===== src/rtl/thermo_pkg.sv =====
// Shared definitions for the thermometer ramp encoder: default sizes,
// FSM state encoding and the level-to-thermometer conversion.
package thermo_pkg;

  localparam int N_LEVELS_DEF = 15;
  localparam int BIN_W_DEF    = 4;

  // Widest thermometer code / level argument the helper can produce.
  localparam int THERM_MAX_W  = 64;
  localparam int LVL_ARG_W    = 8;

  typedef enum logic [0:0] {
    ST_IDLE = 1'b0,
    ST_RAMP = 1'b1
  } state_e;

  // Bits [lvl-1:0] set, all others clear; callers truncate to their width.
  function automatic logic [THERM_MAX_W-1:0] bin_to_therm(input logic [LVL_ARG_W-1:0] lvl);
    logic [THERM_MAX_W-1:0] t;
    t = {THERM_MAX_W{1'b0}};
    for (int i = 0; i < THERM_MAX_W; i++) begin
      t[i] = (LVL_ARG_W'(i) < lvl);
    end
    return t;
  endfunction

endpackage


===== src/rtl/thermo_level_ctr.sv =====
// Saturating up/down level counter with a registered thermometer image.
// The thermometer register is loaded from the next level so it always
// matches the level register exactly (no bubbles, no wrap at either end).
module thermo_level_ctr
  import thermo_pkg::*;
#(
  parameter int N_LEVELS = N_LEVELS_DEF,
  parameter int LVL_W    = $clog2(N_LEVELS + 1)
) (
  input  logic                clk,
  input  logic                rst_n,
  input  logic                load_en,
  input  logic [LVL_W-1:0]    load_val,
  input  logic                step_up,
  input  logic                step_dn,
  output logic [LVL_W-1:0]    level,
  output logic [N_LEVELS-1:0] therm
);

  localparam logic [LVL_W-1:0] LVL_MAX = LVL_W'(N_LEVELS);

  logic [LVL_W-1:0]    level_q, level_d;
  logic [N_LEVELS-1:0] therm_q, therm_d;

  // Next level: load wins, otherwise a single saturating step.
  always_comb begin
    level_d = level_q;
    if (load_en) begin
      level_d = load_val;
    end else if (step_up) begin
      if (level_q < LVL_MAX) begin
        level_d = level_q + LVL_W'(1);
      end else begin
        level_d = level_q;
      end
    end else if (step_dn) begin
      if (level_q != LVL_W'(0)) begin
        level_d = level_q - LVL_W'(1);
      end else begin
        level_d = level_q;
      end
    end else begin
      level_d = level_q;
    end
  end

  // Thermometer image of the next level, so out tracks L on the same edge.
  always_comb begin
    therm_d = N_LEVELS'(bin_to_therm(LVL_ARG_W'(level_d)));
  end

  // Level and thermometer registers.
  always_ff @(posedge clk or negedge rst_n) begin
    if (!rst_n) begin
      level_q <= LVL_W'(0);
      therm_q <= {N_LEVELS{1'b0}};
    end else begin
      level_q <= level_d;
      therm_q <= therm_d;
    end
  end

  assign level = level_q;
  assign therm = therm_q;

endmodule


===== src/rtl/thermo_ramp_encoder.sv =====
// Binary-to-thermometer encoder with optional slew limiting.
// Optional feature macro: THERMO_SLEW_LIMIT_EN
//   defined   : a new target is approached one level per cycle (RAMP state)
//   undefined : a new target is loaded immediately, one transfer per cycle
module thermo_ramp_encoder
  import thermo_pkg::*;
#(
  parameter int N_LEVELS = N_LEVELS_DEF,
  parameter int BIN_W    = BIN_W_DEF
) (
  input  logic                clk,
  input  logic                rst_n,
  input  logic                in_valid,
  output logic                in_ready,
  input  logic [BIN_W-1:0]    in_bin,
  output logic [N_LEVELS-1:0] out,
  output logic                out_valid,
  output logic                busy
);

  localparam int LVL_W = $clog2(N_LEVELS + 1);
  localparam int CMP_W = (BIN_W > LVL_W) ? BIN_W : LVL_W;
  localparam logic [CMP_W-1:0] N_CMP = CMP_W'(N_LEVELS);

  state_e           state_q, state_d;
  logic             out_valid_q, out_valid_d;
  logic [CMP_W-1:0] bin_ext;
  logic [LVL_W-1:0] tgt;
  logic [LVL_W-1:0] level;
  logic             load_en;
  logic [LVL_W-1:0] load_val;
  logic             step_up;
  logic             step_dn;

  // Clamp the incoming target to the top level before anything else sees it.
  always_comb begin
    bin_ext = CMP_W'(in_bin);
    if (bin_ext > N_CMP) begin
      tgt = LVL_W'(N_CMP);
    end else begin
      tgt = LVL_W'(bin_ext);
    end
  end

`ifdef THERMO_SLEW_LIMIT_EN
  logic [LVL_W-1:0] target_q, target_d;

  // Next-state logic: IDLE accepts targets, RAMP walks L one step per cycle.
  always_comb begin
    state_d     = state_q;
    target_d    = target_q;
    out_valid_d = 1'b0;
    load_en     = 1'b0;
    load_val    = tgt;
    step_up     = 1'b0;
    step_dn     = 1'b0;
    case (state_q)
      ST_IDLE: begin
        if (in_valid) begin
          if (tgt == level) begin
            out_valid_d = 1'b1;
          end else begin
            state_d  = ST_RAMP;
            target_d = tgt;
          end
        end else begin
          state_d = ST_IDLE;
        end
      end
      ST_RAMP: begin
        if (target_q > level) begin
          step_up = 1'b1;
          if (target_q == level + LVL_W'(1)) begin
            state_d     = ST_IDLE;
            out_valid_d = 1'b1;
          end else begin
            state_d = ST_RAMP;
          end
        end else if (target_q < level) begin
          step_dn = 1'b1;
          if (target_q == level - LVL_W'(1)) begin
            state_d     = ST_IDLE;
            out_valid_d = 1'b1;
          end else begin
            state_d = ST_RAMP;
          end
        end else begin
          // Cannot occur from IDLE entry; recover quietly.
          state_d = ST_IDLE;
        end
      end
      default: begin
        state_d = ST_IDLE;
      end
    endcase
  end

  // Ramp target register.
  always_ff @(posedge clk or negedge rst_n) begin
    if (!rst_n) begin
      target_q <= LVL_W'(0);
    end else begin
      target_q <= target_d;
    end
  end
`else
  // Direct load: every transfer sets L at once and is acknowledged next cycle.
  always_comb begin
    state_d     = ST_IDLE;
    load_en     = in_valid && (tgt != level);
    load_val    = tgt;
    step_up     = 1'b0;
    step_dn     = 1'b0;
    out_valid_d = in_valid;
  end
`endif

  // FSM state and completion pulse registers.
  always_ff @(posedge clk or negedge rst_n) begin
    if (!rst_n) begin
      state_q     <= ST_IDLE;
      out_valid_q <= 1'b0;
    end else begin
      state_q     <= state_d;
      out_valid_q <= out_valid_d;
    end
  end

  thermo_level_ctr #(
    .N_LEVELS (N_LEVELS),
    .LVL_W    (LVL_W)
  ) u_level_ctr (
    .clk      (clk),
    .rst_n    (rst_n),
    .load_en  (load_en),
    .load_val (load_val),
    .step_up  (step_up),
    .step_dn  (step_dn),
    .level    (level),
    .therm    (out)
  );

  assign in_ready  = (state_q == ST_IDLE);
  assign busy      = (state_q == ST_RAMP);
  assign out_valid = out_valid_q;

endmodule


===== config.mk =====
export PLATFORM = sky130hd
export DESIGN_NAME = thermo_ramp_encoder
export DESIGN_NICKNAME = d
export VERILOG_FILES = /design/src/rtl/thermo_pkg.sv /design/src/rtl/thermo_level_ctr.sv /design/src/rtl/thermo_ramp_encoder.sv
export SDC_FILE = /design/constraint.sdc
export NUM_CORES = 1
export LEC_CHECK = 0
export CAP_MARGIN = 25
export CORE_UTILIZATION = 51
export DETAILED_ROUTE_END_ITERATION = 10
export GPL_ROUTABILITY_DRIVEN = 1
export PLACE_DENSITY = 0.94
export SLEW_MARGIN = 40
export SYNTH_ARGS = -nofsm -noshare
export SYNTH_HDL_FRONTEND = slang
export SYNTH_HIERARCHICAL = 1
export SYNTH_SLANG_ARGS = --single-unit
export TNS_END_PERCENT = 100

===== constraint.sdc =====
create_clock -name clk -period 4.6 [get_ports clk]
set_clock_uncertainty 0.15 [all_clocks]
set_input_delay 0.46 -clock clk [delete_from_list [all_inputs] [get_ports clk]]
set_output_delay 0.46 -clock clk [all_outputs]
set_load 0.01 [all_outputs]

==> results by group, run 1 <==
Clock tree
  – Cts repair resizes: 0
  – TritonCTS clock tree: done
  – Sink Count: 19
  – CTS Buf Count: 3
  – Total number of H-tree levels: 1
  – Clock-pin transition on the worst setup and hold timing paths: 0.10 ns
  – Clk buf depth: 2
  – Root Buffer: clkbuf_4
  – Worst-skew pair later-pin latency: 0.30 ns

Setup path
  – CP Class: input pin to register
  – Required @ worst endpoint: 4.60 ns
  – Worst Setup End Kind: register
  – WP data arrival: 2.65 ns
  – CP Max Fanout: 15
  – Setup crit start kind: input pin

Timing
  – Setup TNS: 0 ns
  – Slew Limit Fails: 0
  – Worst-Margin Slew: 0.7024 ns
  – # setup viols final: 0
  – RSZ-0062 raised after global routing: no
  – Relative slew slack: 52.25%
  – Highest clock rate: 0.3772 GHz
  – Clock period minus worst slack: 2.651 ns
  – Final Cycle Share: 57.63%
  – Final hold violations: 0

Global route
  – Vias in the first global route: 731
  – Initial antenna violation count: 0
  – GRT Util Overall: 21.18%
  – Grt ovf: 0
  – M3 GR Usage: 6.349%
  – First-pass GRT wire length: 3139 um
  – Met1 usage: 26.53%
  – Most Used Layer, Global Route: met2
  – GR Layer Usage met2: 34.86%
  – Largest net degree at the start of global routing: 20

Route
  – Final WL: 1853 um
  – Drc violations: 0
  – WL/cell: 12.44 um
  – Initial drt markers: 9
  – Pre-antenna DRT Iters: 5
  – DR vias: 743
  – Via/cell ratio: 4.987
  – ANT nets after route: 0

Cells and area
  – Share of cells above drive strength 1: 10.48%
  – Final nets: 134
  – Syn-to-layout area delta: 29.62%
  – Commonest non-fill, non-tap cells in the layout: 21 x clkdlybuf4s50_1, 19 x dfrtp_1, 15 x conb_1
  – Antenna cell count: 0
  – Fillers: 141
  – Most common cell after layout, fill and taps aside: clkdlybuf4s50_1

Logic synthesis
  – Syn avg cell area: 10.72 um^2
  – Ys async rst share: 100.0%
  – Syn. warnings: 6
  – Synth Register Bits: 19
  – Post-synth top area share: 48.72%
  – Post-synth EDFFs: 0
  – Yosys cell types: 38
  – Sequential share of the synthesized area: 48.72%
  – Cell taking the most area after synthesis: dfrtp_1
  – Gate Count Post-Synth: 91
  – Main flop type after synthesis: dfrtp_1
  – Top area cells in the synthesized netlist: dfrtp_1 49%, mux2i_1 5.1%, xor2_1 3.6%
  – Netlist Area Pre-Place: 975.9 um^2

Die
  – Die ar.: 0.002093 mm^2
  – Initial Util: 55.32%
  – # IOs: 25
  – DIE WIDTH: 45.75 um
  – FP Rows: 15
  – DIE HEIGHT: 45.75 um
  – Core ar.: 0.001764 mm^2

Power and ir drop
  – Leak pwr: 0.5563 nW
  – Pwr Total: 0.5754 mW
  – Worst vdd ir: 0.0002803 V
  – Pwr dens: 454.9 mW/mm^2

Place
  – Placer congestion estimate: 0.8504
  – Port Buffers: 22
  – Final HPWL DP: 1358 um

Min path
  – Hold/Removal Path Class: input pin to asynchronous set/reset pin

Job
  – Maxcap violations: 0

Status
  – Status: finished, final reports clean
## per-stage QoR
stage / instances / instance area [um^2] / hold slack (ns) / worst slack, ns / utilization (%)
floorplan: 104 / 1025 / 0.01441 / 2.300 / -
global route: 149 / 1265 / 0.4720 / 1.800 / 71.70
detailed placement: 144 / 1234 / 0.8012 / 1.643 / 69.93
CTS: 148 / 1260 / 0.4708 / 1.974 / 71.42
finish: 149 / 1265 / 0.4537 / 1.949 / 71.70
global placement: 144 / 1230 / 0.7926 / 1.554 / 69.72
## sequential cells by signal (all words and copies together) (netlist names)
name	flops
u_level_ctr/therm	15
u_level_ctr/level	3
out_valid	1
## critical path: stages
cell             delay [ns]
clkdlybuf4s50_1        0.45
xor2_1                 0.18
o41a_1                 0.54
inv_1                  0.21
mux2i_2                0.65
o21ai_1                0.16
## routing by layer
| layer | vias up | routed length (um) |
|---|---|---|
| met5 | - | 0 |
| met4 | 0 | 8 |
| met3 | 2 | 88 |
| met2 | 21 | 928 |
| met1 | 357 | 827 |
| li1 | 363 | - |
## what timing repair did
item | CTS | global route
setup buffers | 0 | 0
hold endpoints to repair | 0 | 19
hold buffers | 0 | 1
## cell usage after synthesis, drive strengths merged, types with 2 or more instances
cell type and n:
dfrtp 19, nor2 8, inv 7, buf 5
mux2i 5, nand2 5, nand3 4, xor2 4
nor3 3, o21ai 3, a2111oi 2, a21oi 2
a311oi 2, clkbuf 2, conb 2, ha 2
nand3b 2, or3b 2
## logic make-up (layout without fill, tap and decap cells)
logic type | Yosys count | after routing | synth area share, %
compound gates | 14 | 14 | 12.05
flops | 19 | 19 | 48.72
mux | 5 | 5 | 5.128
other cells | 2 | 15 | 0.7695
buf+inv | 14 | 34 | 7.436
xor+xnor | 4 | 4 | 3.589
fa+ha+maj | 2 | 2 | 2.564
simple gates | 31 | 31 | 19.74
## where the power goes
part / switching [mW] / total [mW] / internal, mW
Clock: 0.0481 / 0.0819 / 0.0338
Combinational: 0.120 / 0.247 / 0.126
Sequential: 0.0368 / 0.247 / 0.210
Total: 0.205 / 0.575 / 0.370
## final timing paths
check / start / depth (start not counted) / end / slack, ns
worst min-delay path: rst_n / 2 / u_level_ctr/therm[2]$_DFF_PN0_ / 0.45
min in group clk: in_valid / 1 / out_valid$_DFF_PN0_ / 0.49
worst min register to register: u_level_ctr/level[0]$_DFF_PN0_ / 3 / u_level_ctr/level[0]$_DFF_PN0_ / 0.99
worst max-delay path: in_bin[3] / 6 / u_level_ctr/therm[6]$_DFF_PN0_ / 1.95
worst max register to register: u_level_ctr/therm[7]$_DFF_PN0_ / 5 / u_level_ctr/therm[6]$_DFF_PN0_ / 2.01
max in group asynchronous: rst_n / 2 / u_level_ctr/therm[3]$_DFF_PN0_ / 3.56
## final cells by class
cell class / instances / area [um^2] / share of cell area, %
repair buffers: 23 / 225.2 / 17.80
clock buffers: 4 / 26.28 / 2.077
multi-input cells: 71 / 480.5 / 37.98
flip-flops and latches: 19 / 475.5 / 37.59
inverters: 7 / 26.28 / 2.077
well taps: 25 / 31.28 / 2.473
Note: power is estimated with default switching activity, not from simulation.
==> inputs of run 2 (changes only) <==
--- a/config.mk
+++ b/config.mk
@@ -6,10 +6,10 @@
 export NUM_CORES = 1
 export LEC_CHECK = 0
 export CAP_MARGIN = 25
-export CORE_UTILIZATION = 51
+export CORE_UTILIZATION = 42
 export DETAILED_ROUTE_END_ITERATION = 10
 export GPL_ROUTABILITY_DRIVEN = 1
-export PLACE_DENSITY = 0.94
+export PLACE_DENSITY = 0.84
 export SLEW_MARGIN = 40
 export SYNTH_ARGS = -nofsm -noshare
 export SYNTH_HDL_FRONTEND = slang
==> constraint.sdc (replaced) <==
create_clock -name clk -period 2.3 [get_ports clk]
set_clock_uncertainty 0.15 [all_clocks]
set_input_delay 0.23 -clock clk [delete_from_list [all_inputs] [get_ports clk]]
set_output_delay 0.23 -clock clk [all_outputs]
set_load 0.01 [all_outputs]
==> run 2 against run 1 <==
  * Hold slack worse by 0.22 ns
  * Register-to-register slack worse by 1.9 ns
  * Final cell count is 8.1% higher
  * Sequential power is 90% higher
  * Non-clock buffer count is 9 higher
  * Via count is 8.5% higher
  * Critical path depth is 1 higher
  * Global-route usage is 2.4 points lower
  * Clock power is 110% higher
  * Sequential share of layout area is 1.9 points lower
  * Combinational power is 130% higher
  * Largest power group is now combinational cells
  * Highest routed layer is now met3
==> results by group, run 2 (synthesis results as in run 1) <==
Global route
  – GRT Util Overall: 18.77% (was 21.18%)
  – Largest net degree at the start of global routing: 20 (unchanged)
  – Vias in the first global route: 831 (was 731)
  – Grt ovf: 0 (unchanged)
  – First-pass GRT wire length: 3519 um (was 3139 um)
  – Initial antenna violation count: 0 (unchanged)

Die
  – DIE HEIGHT: 50.21 um (was 45.75 um)
  – Initial Util: 44.55% (was 55.32%)
  – # IOs: 25 (unchanged)
  – FP Rows: 17 (was 15)
  – DIE WIDTH: 50.21 um (was 45.75 um)
  – Core ar.: 0.002191 mm^2 (was 0.001764 mm^2)
  – Die ar.: 0.002521 mm^2 (was 0.002093 mm^2)

Cells and area
  – Fillers: 171 (was 141)
  – Syn-to-layout area delta: 36.79% (was 29.62%)
  – Max reg flops: 15 (unchanged)
  – Antenna cell count: 0 (unchanged)
  – Share of cells above drive strength 1: 18.05% (was 10.48%)
  – Final nets: 143 (was 134)
  – Post-layout util: 60.94% (was 71.70%)
  – Cell Count, Final, Fillers Out: 161 (was 149)
  – Most common cell after layout, fill and taps aside: clkdlybuf4s50_1 (unchanged)
  – Commonest non-fill, non-tap cells in the layout: 21 x clkdlybuf4s50_1, 18 x dfrtp_1, 15 x conb_1 (was 21 x clkdlybuf4s50_1, 19 x dfrtp_1, 15 x conb_1)

Timing
  – Setup TNS: 0 ns (unchanged)
  – RSZ-0062 raised after global routing: no (unchanged)
  – # setup viols final: 0 (unchanged)
  – Highest clock rate: 0.4565 GHz
  – Final Cycle Share: 95.25%
  – Slew Limit Fails: 0 (unchanged)
  – Final WS setup: 0.1092 ns (was 1.949 ns)
  – Worst-Margin Slew: 0.5479 ns (was 0.7024 ns)
  – Final hold violations: 0 (unchanged)
  – Clock period minus worst slack: 2.191 ns
  – Relative slew slack: 62.53% (was 52.25%)

Clock tree
  – CTS Buf Count: 3 (unchanged)
  – Worst-skew pair later-pin latency: 0.29 ns (was 0.30 ns)
  – TritonCTS clock tree: done (unchanged)
  – Clk buf depth: 2 (unchanged)
  – Sink Count: 19 (unchanged)
  – Root Buffer: clkbuf_4 (unchanged)
  – Clock-pin transition on the worst setup and hold timing paths: 0.12 ns (was 0.10 ns)
  – Setup bufs post-CTS: 0 (unchanged)
  – Total number of H-tree levels: 1 (unchanged)

Route
  – Pre-antenna DRT Iters: 4 (was 5)
  – WL/cell: 13.60 um (was 12.44 um)
  – Via/cell ratio: 5.006 (was 4.987)
  – ANT nets after route: 0 (unchanged)
  – Initial drt markers: 10 (was 9)
  – Drc violations: 0 (unchanged)
  – DR vias: 806 (was 743)
  – Final WL: 2189 um (was 1853 um)

Power and ir drop
  – Worst vdd ir: 0.0004064 V (was 0.0002803 V)
  – Pwr dens: 910.2 mW/mm^2 (was 454.9 mW/mm^2)
  – Leak pwr: 0.6023 nW (was 0.5563 nW)
  – Pwr Total: 1.215 mW (was 0.5754 mW)

Place
  – Final HPWL DP: 1679 um (was 1358 um)
  – Pre-CTS WS: -0.1112 ns (was 1.643 ns)
  – Inst Count DP: 156 (was 144)
  – Placer congestion estimate: 0.8010 (was 0.8504)
  – Port Buffers: 22 (unchanged)

Setup path
  – Crit-path cells: xor2_1, o41a_1, buf_4, a2111oi_2, or3_4, nand2_2, a21oi_1 (was clkdlybuf4s50_1, xor2_1, o41a_1, inv_1, mux2i_2, o21ai_1)
  – CP peak stage delay: 0.48 ns (was 0.65 ns)
  – WP data arrival: 2.26 ns (was 2.65 ns)
  – CP max stage cell: dfrtp_2 (was mux2i_2)
  – Worst Setup End Kind: register (unchanged)
  – Setup crit start kind: register (was input pin)
  – Required @ worst endpoint: 2.37 ns (was 4.60 ns)
  – CP Max Fanout: 8 (was 15)
  – CP Class: register to register (was input pin to register)

Min path
  – Hold/Removal Path Class: input pin to asynchronous set/reset pin (unchanged)

Job
  – Maxcap violations: 0 (unchanged)

Status
  – Status: finished, final reports clean (unchanged)
[run 2: changes by cell type in the layout (fill, tap and decap cells not counted), sizes merged]
cell    change
clkinv      +1
buf         +9
clkbuf      -1
[run 2: report_power, final]
group          switching, mW  leakage (nW)  internal (mW)
registers             0.0472         0.217          0.421
clock network          0.106        0.0177         0.0648
logic                  0.283         0.367          0.293
total                  0.436         0.602          0.779
[run 2: through the flow]
step           hold WS (ns)  instance area, um^2
2_1_floorplan       -0.2156                 1025
3_3_place_gp         0.5649                 1301
3_5_place_dp         0.5912                 1301
4_1_cts              0.2578                 1329
5_1_grt              0.2649                 1335
6_report             0.2294                 1335
[run 2: repair_timing]
action / 4_1_cts / 5_1_grt
hold buffers: 0 / 1
hold endpoints to repair: 0 / 19
setup endpoints to repair: 0 / 4
resized for setup: 0 / 2
[run 2: area by class of cell]
type | count | area [um^2] | area share, %
Sequential cell | 19 | 476.7 | 35.71
Inverter | 7 | 26.28 | 1.968
Tap cell | 28 | 35.03 | 2.624
Clock buffer | 3 | 22.52 | 1.687
Multi-Input combinational cell | 71 | 476.7 | 35.71
Timing Repair Buffer | 32 | 292.8 | 21.93
Clock inverter | 1 | 5.005 | 0.3749
[run 2: critical path, delay by kind of cell (launching register included)]
family	cells	cell delay, ns
flip-flops	1	0.48
XOR/XNOR	1	0.18
buffers and inverters	1	0.18
AO/OA/AOI/OAI	3	0.82
AND/OR/NAND/NOR	2	0.30
[run 2: layer usage]
layer	vias up	GRT usage (%)	part of all wire, %
met5	-	0	0
met4	0	9.524	0
met3	0	3.030	3.4
met2	23	35.78	56
met1	403	19.30	41
li1	380	-	-
[run 2: path summary, 6_finish.rpt]
check                      slack, ns                           start                         endpoint  cells after the start
setup / recovery                0.11  u_level_ctr/level[1]$_DFF_PN0_  u_level_ctr/therm[10]$_DFF_PN0_                      7
hold / removal                  0.23                           rst_n  u_level_ctr/therm[12]$_DFF_PN0_                      2
setup reg to reg                0.11  u_level_ctr/level[1]$_DFF_PN0_  u_level_ctr/therm[10]$_DFF_PN0_                      7
hold reg to reg                 0.94  u_level_ctr/level[0]$_DFF_PN0_   u_level_ctr/level[0]$_DFF_PN0_                      3
max in group asynchronous       1.44                           rst_n   u_level_ctr/level[1]$_DFF_PN0_                      2
min in group clk                0.28                        in_valid              out_valid$_DFF_PN0_                      1
